===== config.mk =====
export PLATFORM = sky130hd
export DESIGN_NAME = aes_shiftrow_pipe
export DESIGN_NICKNAME = d
export VERILOG_FILES = /design/src/rtl/aes_shiftrow_pipe.sv
export SDC_FILE = /design/constraint.sdc
export NUM_CORES = 1
export LEC_CHECK = 0
export CAP_MARGIN = 20
export CORE_ASPECT_RATIO = 1.25
export CORE_MARGIN = 3
export CORE_UTILIZATION = 30
export CTS_CLUSTER_DIAMETER = 120
export DETAILED_ROUTE_END_ITERATION = 8
export DONT_BUFFER_PORTS = 1
export GPL_TIMING_DRIVEN = 0
export HOLD_SLACK_MARGIN = 0.03
export PLACE_DENSITY_LB_ADDON = 0.1
export SLEW_MARGIN = 30
export SYNTH_ARGS = -nofsm -noshare
export SYNTH_HDL_FRONTEND = slang
export SYNTH_SLANG_ARGS = --single-unit

===== constraint.sdc =====
create_clock -name clk -period 12.3 [get_ports clk]
set_input_delay 2.46 -clock clk [delete_from_list [all_inputs] [get_ports clk]]
set_output_delay 2.46 -clock clk [all_outputs]
set_load 0.01 [all_outputs]

===== src/rtl/aes_shiftrow_pipe.sv =====
// Registered Rijndael ShiftRows / InvShiftRows stage with a valid/ready handshake.
// A main entry plus one skid entry let the stage take one beat per cycle under back-pressure.
module aes_shiftrow_pipe #(
  parameter int unsigned NB    = 4,
  parameter int unsigned TAG_W = 4
) (
  input  logic             clk,
  input  logic             rst,
  input  logic             flush,
  input  logic             in_valid,
  output logic             in_ready,
  input  logic             in_inv,
  input  logic [TAG_W-1:0] in_tag,
  input  logic [32*NB-1:0] in,
  output logic             out_valid,
  input  logic             out_ready,
  output logic [TAG_W-1:0] out_tag,
  output logic [32*NB-1:0] out
);

  localparam int unsigned W = 32 * NB;

  if (!(NB == 4 || NB == 6 || NB == 8)) begin : g_bad_nb
    $error("aes_shiftrow_pipe: NB must be 4, 6 or 8");
  end
  if (TAG_W == 0) begin : g_bad_tag
    $error("aes_shiftrow_pipe: TAG_W must be at least 1");
  end

  // Rows 2 and 3 shift one position further in the 256-bit block.
  function automatic int row_off(input int row);
    return (NB == 8 && row >= 2) ? row + 1 : row;
  endfunction

  logic [W-1:0] fwd_sr;
  logic [W-1:0] inv_sr;
  logic [W-1:0] beat_data;

  for (genvar c = 0; c < NB; c++) begin : g_col
    for (genvar r = 0; r < 4; r++) begin : g_row
      localparam int Off  = row_off(r);
      localparam int FwdC = (c + Off) % NB;
      localparam int InvC = (c + NB - Off) % NB;
      localparam int Dst  = W - 1 - 8 * (4 * c + r);
      assign fwd_sr[Dst -: 8] = in[W - 1 - 8 * (4 * FwdC + r) -: 8];
      assign inv_sr[Dst -: 8] = in[W - 1 - 8 * (4 * InvC + r) -: 8];
    end
  end

  assign beat_data = in_inv ? inv_sr : fwd_sr;

  logic             main_valid_q, main_valid_d;
  logic [W-1:0]     main_data_q, main_data_d;
  logic [TAG_W-1:0] main_tag_q, main_tag_d;
  logic             skid_valid_q, skid_valid_d;
  logic [W-1:0]     skid_data_q, skid_data_d;
  logic [TAG_W-1:0] skid_tag_q, skid_tag_d;
  logic             accept;
  logic             main_free;

  // in_ready comes only from registered state, never from out_ready.
  assign in_ready  = !skid_valid_q;
  assign accept    = in_valid & in_ready;
  assign main_free = !main_valid_q | out_ready;

  always_comb begin
    main_valid_d = main_valid_q;
    main_data_d  = main_data_q;
    main_tag_d   = main_tag_q;
    skid_valid_d = skid_valid_q;
    skid_data_d  = skid_data_q;
    skid_tag_d   = skid_tag_q;
    if (flush) begin
      main_valid_d = 1'b0;
      skid_valid_d = 1'b0;
    end else if (main_free) begin
      if (skid_valid_q) begin
        main_valid_d = 1'b1;
        main_data_d  = skid_data_q;
        main_tag_d   = skid_tag_q;
        skid_valid_d = 1'b0;
      end else if (accept) begin
        main_valid_d = 1'b1;
        main_data_d  = beat_data;
        main_tag_d   = in_tag;
      end else begin
        main_valid_d = 1'b0;
      end
    end else if (accept) begin
      // Main is stalled: park the new beat in the skid entry.
      skid_valid_d = 1'b1;
      skid_data_d  = beat_data;
      skid_tag_d   = in_tag;
    end
  end

  always_ff @(posedge clk or posedge rst) begin
    if (rst) begin
      main_valid_q <= 1'b0;
      main_data_q  <= '0;
      main_tag_q   <= '0;
      skid_valid_q <= 1'b0;
      skid_data_q  <= '0;
      skid_tag_q   <= '0;
    end else begin
      main_valid_q <= main_valid_d;
      main_data_q  <= main_data_d;
      main_tag_q   <= main_tag_d;
      skid_valid_q <= skid_valid_d;
      skid_data_q  <= skid_data_d;
      skid_tag_q   <= skid_tag_d;
    end
  end

  assign out_valid = main_valid_q;
  assign out       = main_data_q;
  assign out_tag   = main_tag_q;

  a_skid_needs_main: assert property (@(posedge clk) disable iff (rst)
    skid_valid_q |-> main_valid_q);

  a_stall_holds: assert property (@(posedge clk) disable iff (rst)
    out_valid && !out_ready && !flush |=> out_valid && $stable(out) && $stable(out_tag));

  a_no_accept_when_full: assert property (@(posedge clk) disable iff (rst)
    skid_valid_q |-> !accept);

endmodule

==> flow_summary.json, run 1 <==
{
  "synth_top_area_cell": "dfrtp_1",
  "grt_start_max_net_pins": 74,
  "grt_pass1_wl_um": 55800,
  "timing.fmax_mhz": 250,
  "synth_common_cells": "266 x dfrtp_1, 243 x o21ai_0, 132 x mux2i_1",
  "place.gp.congestion": 0.760,
  "path_class": "flop to output port",
  "arrival_ps": 1550,
  "status": "completed",
  "worstReg2RegStart": "skid_valid_q",
  "worstPathMaxFanout": 10,
  "core_area_um2": 40300,
  "synth_top_area_share_pct": 54.1,
  "ys.flop_type": "dfrtp_1",
  "antenna_left": 0,
  "ys_seq_area_share_pct": 54.1,
  "cp-startpoint": "skid_valid_q",
  "sw_frac_of_total_pct": 27.1,
  "power.density_nw_per_um2": 174,
  "slew_headroom_pct": 40.4,
  "via_per_inst": 4.93,
  "ios": 272,
  "hold_buffers": 0,
  "tightest_slew_ps": 895,
  "cts_tree": "built",
  "nets": 1122,
  "finClkSkew_ps": 13.2,
  "cts_resized": 0,
  "p_total_w": 0.00244,
  "grt_antenna_before_repair": 0,
  "required_ps": 9840,
  "clock_latency_ps": 570,
  "clk_pin_slew_ps": 60,
  "wl_per_cell_um": 24.1,
  "synth.distinct_cells": 18,
  "syn_avg_cell_area_um2": 13.0,
  "clock_sinks": 266,
  "layout-drive-gt1-share_pct": 28.9,
  "drc": 0,
  "syn_nets": 1086,
  "setup.worst_path.end_class": "output port",
  "setup_violations": 0,
  "initial_core_util_pct": 30.5,
  "die_x_um": 187,
  "r2r_cells": 6,
  "grt_overflow": 0,
  "num_rows": 82,
  "netlist_instances": 948,
  "die-area_um2": 43500,
  "ys_ff_latch": 266,
  "h-tree-depth": 1,
  "postCtsSetupBuffers": 0,
  "power_frac_comb_pct": 13.8,
  "r2r_slack_ps": 10000,
  "synth_most_common_cell": "dfrtp_1",
  "rsz0062_at_grt": "no",
  "fp.dieH_um": 232,
  "post-dp-hpwl_um": 26400,
  "grt_pass1_vias": 8209,
  "p_leak_nw": 6.37,
  "hold_violations": 0,
  "n_antenna_cell": 0,
  "hold_path_class": "flop to flop",
  "report.final.slew_viol_count": 0,
  "pwr-share-clk_pct": 36.4,
  "holdWs_ps": 502,
  "clk_path_buf_depth": 3,
  "fin_crit_sh_pct": 32.6,
  "grt_util_all_layers_pct": 16.9,
  "num_vias": 7650,
  "synth-edff-count": 0,
  "finalWirelength_um": 37400,
  "cts_root_buf": "clkbuf_16",
  "synthArstFlopShare_pct": 100,
  "power_frac_seq_pct": 49.8,
  "dr.pass1.iters": 4,
  "p_switching_w": 0.000662,
  "internal_power_w": 0.00178,
  "port-buffer-count": 0,
  "critPathCapture": "in_ready",
  "rr_endpoint": "out[60]",
  "vdd_drop_max_mv": 0.0980,
  "synth_area_leaders": "dfrtp_1 54%, mux2i_1 11%, mux2_2 11%",
  "ys_warn_count": 0,
  "synthToLayoutAreaGrowth_pct": 14.2,
  "cts_buffers": 31,
  "max_cap_violations": 0,
  "drt-initial-drc-count": 247,
  "syn_area_um2": 12300,
  "period_minus_slack_ps": 4010,
  "critPathLaunchType": "flop"
}
## kinds of logic (layout without fill, tap and decap cells)
group / count (synthesis) / in the layout / share of synthesized area (%)
AND/OR/NAND/NOR: 7 / 7 / 0.407
AO/OA/AOI/OAI: 265 / 265 / 10.8
flip-flops: 266 / 266 / 54.1
buffers and inverters: 82 / 140 / 3.53
multiplexers: 328 / 328 / 31.1
## cells in the final DEF, fill, tap and decap left out, types with 2 or more instances in the layout
cell,synthesis,routed
clkbuf_8,0,10
nor2_1,2,2
clkbuf_16,0,31
o21ai_1,21,21
mux2i_1,132,132
buf_16,0,3
clkinv_2,0,4
o21ai_0,243,243
clkbuf_1,36,46
buf_6,11,11
mux2_2,116,116
dfrtp_1,266,266
mux2_4,80,80
buf_2,32,32
## layout make-up
type	instances	area, µm²
Buffer	80	427
Clock buffer	51	951
Tap cell	546	683
Inverter	2	15.0
Sequential cell	266	6660
Timing Repair Buffer	3	82.6
Fill cell	4067	26300
Clock inverter	4	20.0
Multi-Input combinational cell	600	5210
## state kept, by name, summed over array words and instances, names as in the netlist
register      flops
skid_valid_q      1
out             128
out_valid         1
out_tag           4
skid_data_q     128
skid_tag_q        4
## routing by layer
| layer | vias up | track usage (%) | part of all wire, % |
|---|---|---|---|
| met2 | 224 | 27.5 | 47 |
| met3 | 53 | 5.92 | 8.8 |
| met4 | 0 | 5.11 | 2.8 |
| met5 | - | 0 | 0 |
| met1 | 3875 | 21.1 | 42 |
| li1 | 3498 | - | - |
## power by group through the flow
stage | Clock (W) | Sequential [W] | Combinational (W)
floorplan | 0 | 0.00119 | 0.000277
global placement | 0 | 0.00123 | 0.000332
detailed placement | 0 | 0.00123 | 0.000340
CTS | 0.000928 | 0.00122 | 0.000343
global route | 0.000956 | 0.00124 | 0.000376
finish | 0.000889 | 0.00122 | 0.000336
## worst min-delay path by stage
stage	startpoint	end	cells after the start
after floorplan	skid_data_q[103]	skid_data_q[103]	1
after global placement	skid_data_q[86]	skid_data_q[86]	1
after detailed placement	skid_data_q[4]	skid_data_q[4]	1
after CTS	skid_data_q[84]	skid_data_q[84]	1
after global routing	skid_data_q[102]	skid_data_q[102]	1
final	skid_data_q[102]	skid_data_q[102]	1
## per-stage QoR
stage / setup WS [ps] / cells / util, % / TNS, ps / instance area, µm²
4_1_cts: 8220 / 1552 / 34.8 / 0 / 14000
3_3_place_gp: -1430 / 1494 / 32.2 / -372740 / 13000
3_5_place_dp: 8020 / 1497 / 32.4 / 0 / 13100
6_report: 8290 / 1552 / 34.8 / 0 / 14000
2_1_floorplan: 2510 / 948 / - / 0 / 12300
5_1_grt: 8180 / 1552 / 34.8 / 0 / 14000
## worst max-delay path, cell delays in order, from the launching register on
cell and delay, ps:
dfrtp_1 350, buf_2 200, inv_1 90, buf_2 320
Note: power is estimated with default switching activity, not from simulation.
==> run 2: changes to the inputs <==
--- a/config.mk
+++ b/config.mk
@@ -5,6 +5,7 @@
 export SDC_FILE = /design/constraint.sdc
 export NUM_CORES = 1
 export LEC_CHECK = 0
+export ABC_AREA = 1
 export CAP_MARGIN = 20
 export CORE_ASPECT_RATIO = 1.25
 export CORE_MARGIN = 3
==> constraint.sdc (replaced) <==
create_clock -name clk -period 3.7 [get_ports clk]
set_input_delay 0.74 -clock clk [delete_from_list [all_inputs] [get_ports clk]]
set_output_delay 0.74 -clock clk [all_outputs]
set_load 0.01 [all_outputs]
==> run 2 against run 1 <==
Against the previous run:
- count of clock-buffer cells in the layout down 8
- cell area increased by 2.8%
- synthesized area grew 1.4%
- largest cell class unchanged
- core utilization up 0.78 points
- die area grew 1.3%
- power rose to 3.4 times the previous value
- global-route usage up 2.5 points
- synthesized cell count rose by 78%
- worst setup slack worse by 7200 ps
- critical path depth is the same
- sequential share of layout area down 1.3 points
==> flow_summary.json, run 2 <==
{
  "status": "completed",
  "syn_area_um2": 12500,
  "ys_warn_count": 0,
  "worstReg2RegStart": "skid_valid_q",
  "clk_pin_slew_ps": 60,
  "setup_violations": 0,
  "max_cap_violations": 0,
  "ys_ff_latch": 266,
  "arrival_ps": 1870,
  "sw_frac_of_total_pct": 29.4,
  "critPathCapture": "in_ready",
  "syn_nets": 1830,
  "worstPathMaxFanout": 10,
  "instances_no_fill": 2304,
  "wl_per_cell_um": 18.7,
  "grt_pass1_wl_um": 65500,
  "grt_start_max_net_pins": 28,
  "clock_sinks": 266,
  "synthToLayoutAreaGrowth_pct": 15.8,
  "via_per_inst": 4.60,
  "cts_resized": 0,
  "regArea_um2": 6660,
  "grt_antenna_before_repair": 3,
  "synth-edff-count": 0,
  "drc": 0,
  "holdWs_ps": 105,
  "place.gp.congestion": 0.840,
  "grt_util_all_layers_pct": 19.3,
  "initial_core_util_pct": 30.8,
  "ys_seq_area_share_pct": 53.4,
  "finClkSkew_ps": 7.18,
  "pwr-share-clk_pct": 38.5,
  "cts_buffers": 30,
  "finalWirelength_um": 43100,
  "synth_common_cells": "918 x nand2_1, 266 x dfrtp_1, 182 x o21ai_0",
  "hold_violations": 0,
  "fin_crit_sh_pct": 70.7,
  "num_rows": 82,
  "tightest_slew_ps": 844,
  "final_common_cell": "nand2_1",
  "setup.worst_path.end_class": "output port",
  "power_frac_comb_pct": 12.5,
  "syn_avg_cell_area_um2": 7.37,
  "critPathLaunchType": "flop",
  "final_core_util_pct": 35.6,
  "dpl.cell_count": 2249,
  "ys.flop_type": "dfrtp_1",
  "final_cell_mix": "918 x nand2_1, 266 x dfrtp_1, 182 x o21ai_0, 136 x inv_1, 64 x nand3_1",
  "drt-initial-drc-count": 609,
  "core_area_um2": 40500,
  "synth_area_leaders": "dfrtp_1 53%, nand2_1 28%, o21ai_0 7.3%",
  "placedInstanceArea_um2": 13400,
  "clk_path_buf_depth": 3,
  "layout-drive-gt1-share_pct": 7.12,
  "r2r_slack_ps": 1400,
  "slew_headroom_pct": 43.7,
  "num_vias": 10609,
  "power.density_nw_per_um2": 569,
  "nFillCells": 4346,
  "die_x_um": 188,
  "path_class": "flop to output port",
  "rr_endpoint": "skid_data_q[28]",
  "period_minus_slack_ps": 2610,
  "netlist_instances": 1692,
  "antenna_left": 0,
  "report.final.slew_viol_count": 0,
  "p_leak_nw": 7.79,
  "vdd_drop_max_mv": 0.361,
  "cp-startpoint": "skid_valid_q",
  "power_frac_seq_pct": 49.0,
  "nets": 1873,
  "fp.dieH_um": 234,
  "required_ps": 2960,
  "port-buffer-count": 0,
  "die-area_um2": 44100,
  "synth.distinct_cells": 15,
  "cts_root_buf": "clkbuf_16",
  "multi_input_area_um2": 4820,
  "dr.pass1.iters": 5,
  "synth_top_area_share_pct": 53.4,
  "grt_overflow": 0,
  "post-dp-hpwl_um": 32700,
  "stdcell_area_um2": 14400,
  "grt_pass1_vias": 10637,
  "h-tree-depth": 1,
  "p_switching_w": 0.00241,
  "postCtsSetupBuffers": 0,
  "rsz0062_at_grt": "no",
  "synthArstFlopShare_pct": 100,
  "cts_tree": "built",
  "ios": 272,
  "internal_power_w": 0.00579,
  "timing.fmax_mhz": 383,
  "synth_top_area_cell": "dfrtp_1",
  "r2r_cells": 6,
  "synth_most_common_cell": "nand2_1",
  "hold_buffers": 0,
  "hold_path_class": "input port to asynchronous set/reset pin",
  "clock_latency_ps": 570
}
[run 2: cells by family (layout without fill, tap and decap cells)]
group                  count (synthesis)  in the layout  share of synthesized area (%)
buffers and inverters                237            301                           7.98
AND/OR/NAND/NOR                      986            986                           30.4
AO/OA/AOI/OAI                        203            203                           8.24
flip-flops                           266            266                           53.4
other                                  0              2                              0
[run 2: critical path, stage by stage (launching register included)]
cell	delay [ps]
dfrtp_1	510
buf_4	260
inv_1	80
clkbuf_1	450
[run 2: area by class of cell]
class	instances	share of cell area (%)
tap	546	4.73
clock buffer	43	6.03
multi-input combinational	1189	33.4
buffer	99	3.30
clock inverter	10	1.10
antenna	2	0.0347
sequential	266	46.1
timing repair buffer	11	1.68
inverter	138	3.61
[run 2: worst min-delay path by stage]
stage | slack (ps) | startpoint | to | cells after the start
6_report | 110 | rst | out[75] | 1
5_1_grt | 130 | rst | out[75] | 1
4_1_cts | 90 | rst | skid_data_q[25] | 1
3_5_place_dp | 470 | skid_data_q[88] | skid_data_q[88] | 2
3_3_place_gp | 470 | skid_data_q[6] | skid_data_q[6] | 2
2_1_floorplan | 450 | skid_data_q[105] | skid_data_q[105] | 2
[run 2: per-stage QoR]
step	worst slack, ps	TNS [ps]	power [W]
after floorplan	-551	-146700	0.00471
after CTS	1020	0	0.00836
final	1090	0	0.00821
after detailed placement	1240	0	0.00513
after global routing	952	0	0.00870
after global placement	-2530	-662610	0.00507
[run 2: power by group through the flow]
stage / combinational, W / clock [W] / sequential [W]
final: 0.00103 / 0.00316 / 0.00402
after global routing: 0.00123 / 0.00338 / 0.00410
after CTS: 0.00106 / 0.00328 / 0.00403
after detailed placement: 0.00105 / 0 / 0.00407
after global placement: 0.000997 / 0 / 0.00407
after floorplan: 0.000774 / 0 / 0.00394
[run 2: routing by layer]
metal	wire length (µm)	track usage [%]
met5	0	0
met4	923	5.36
met1	18400	24.5
met3	2670	4.31
met2	21200	33.4
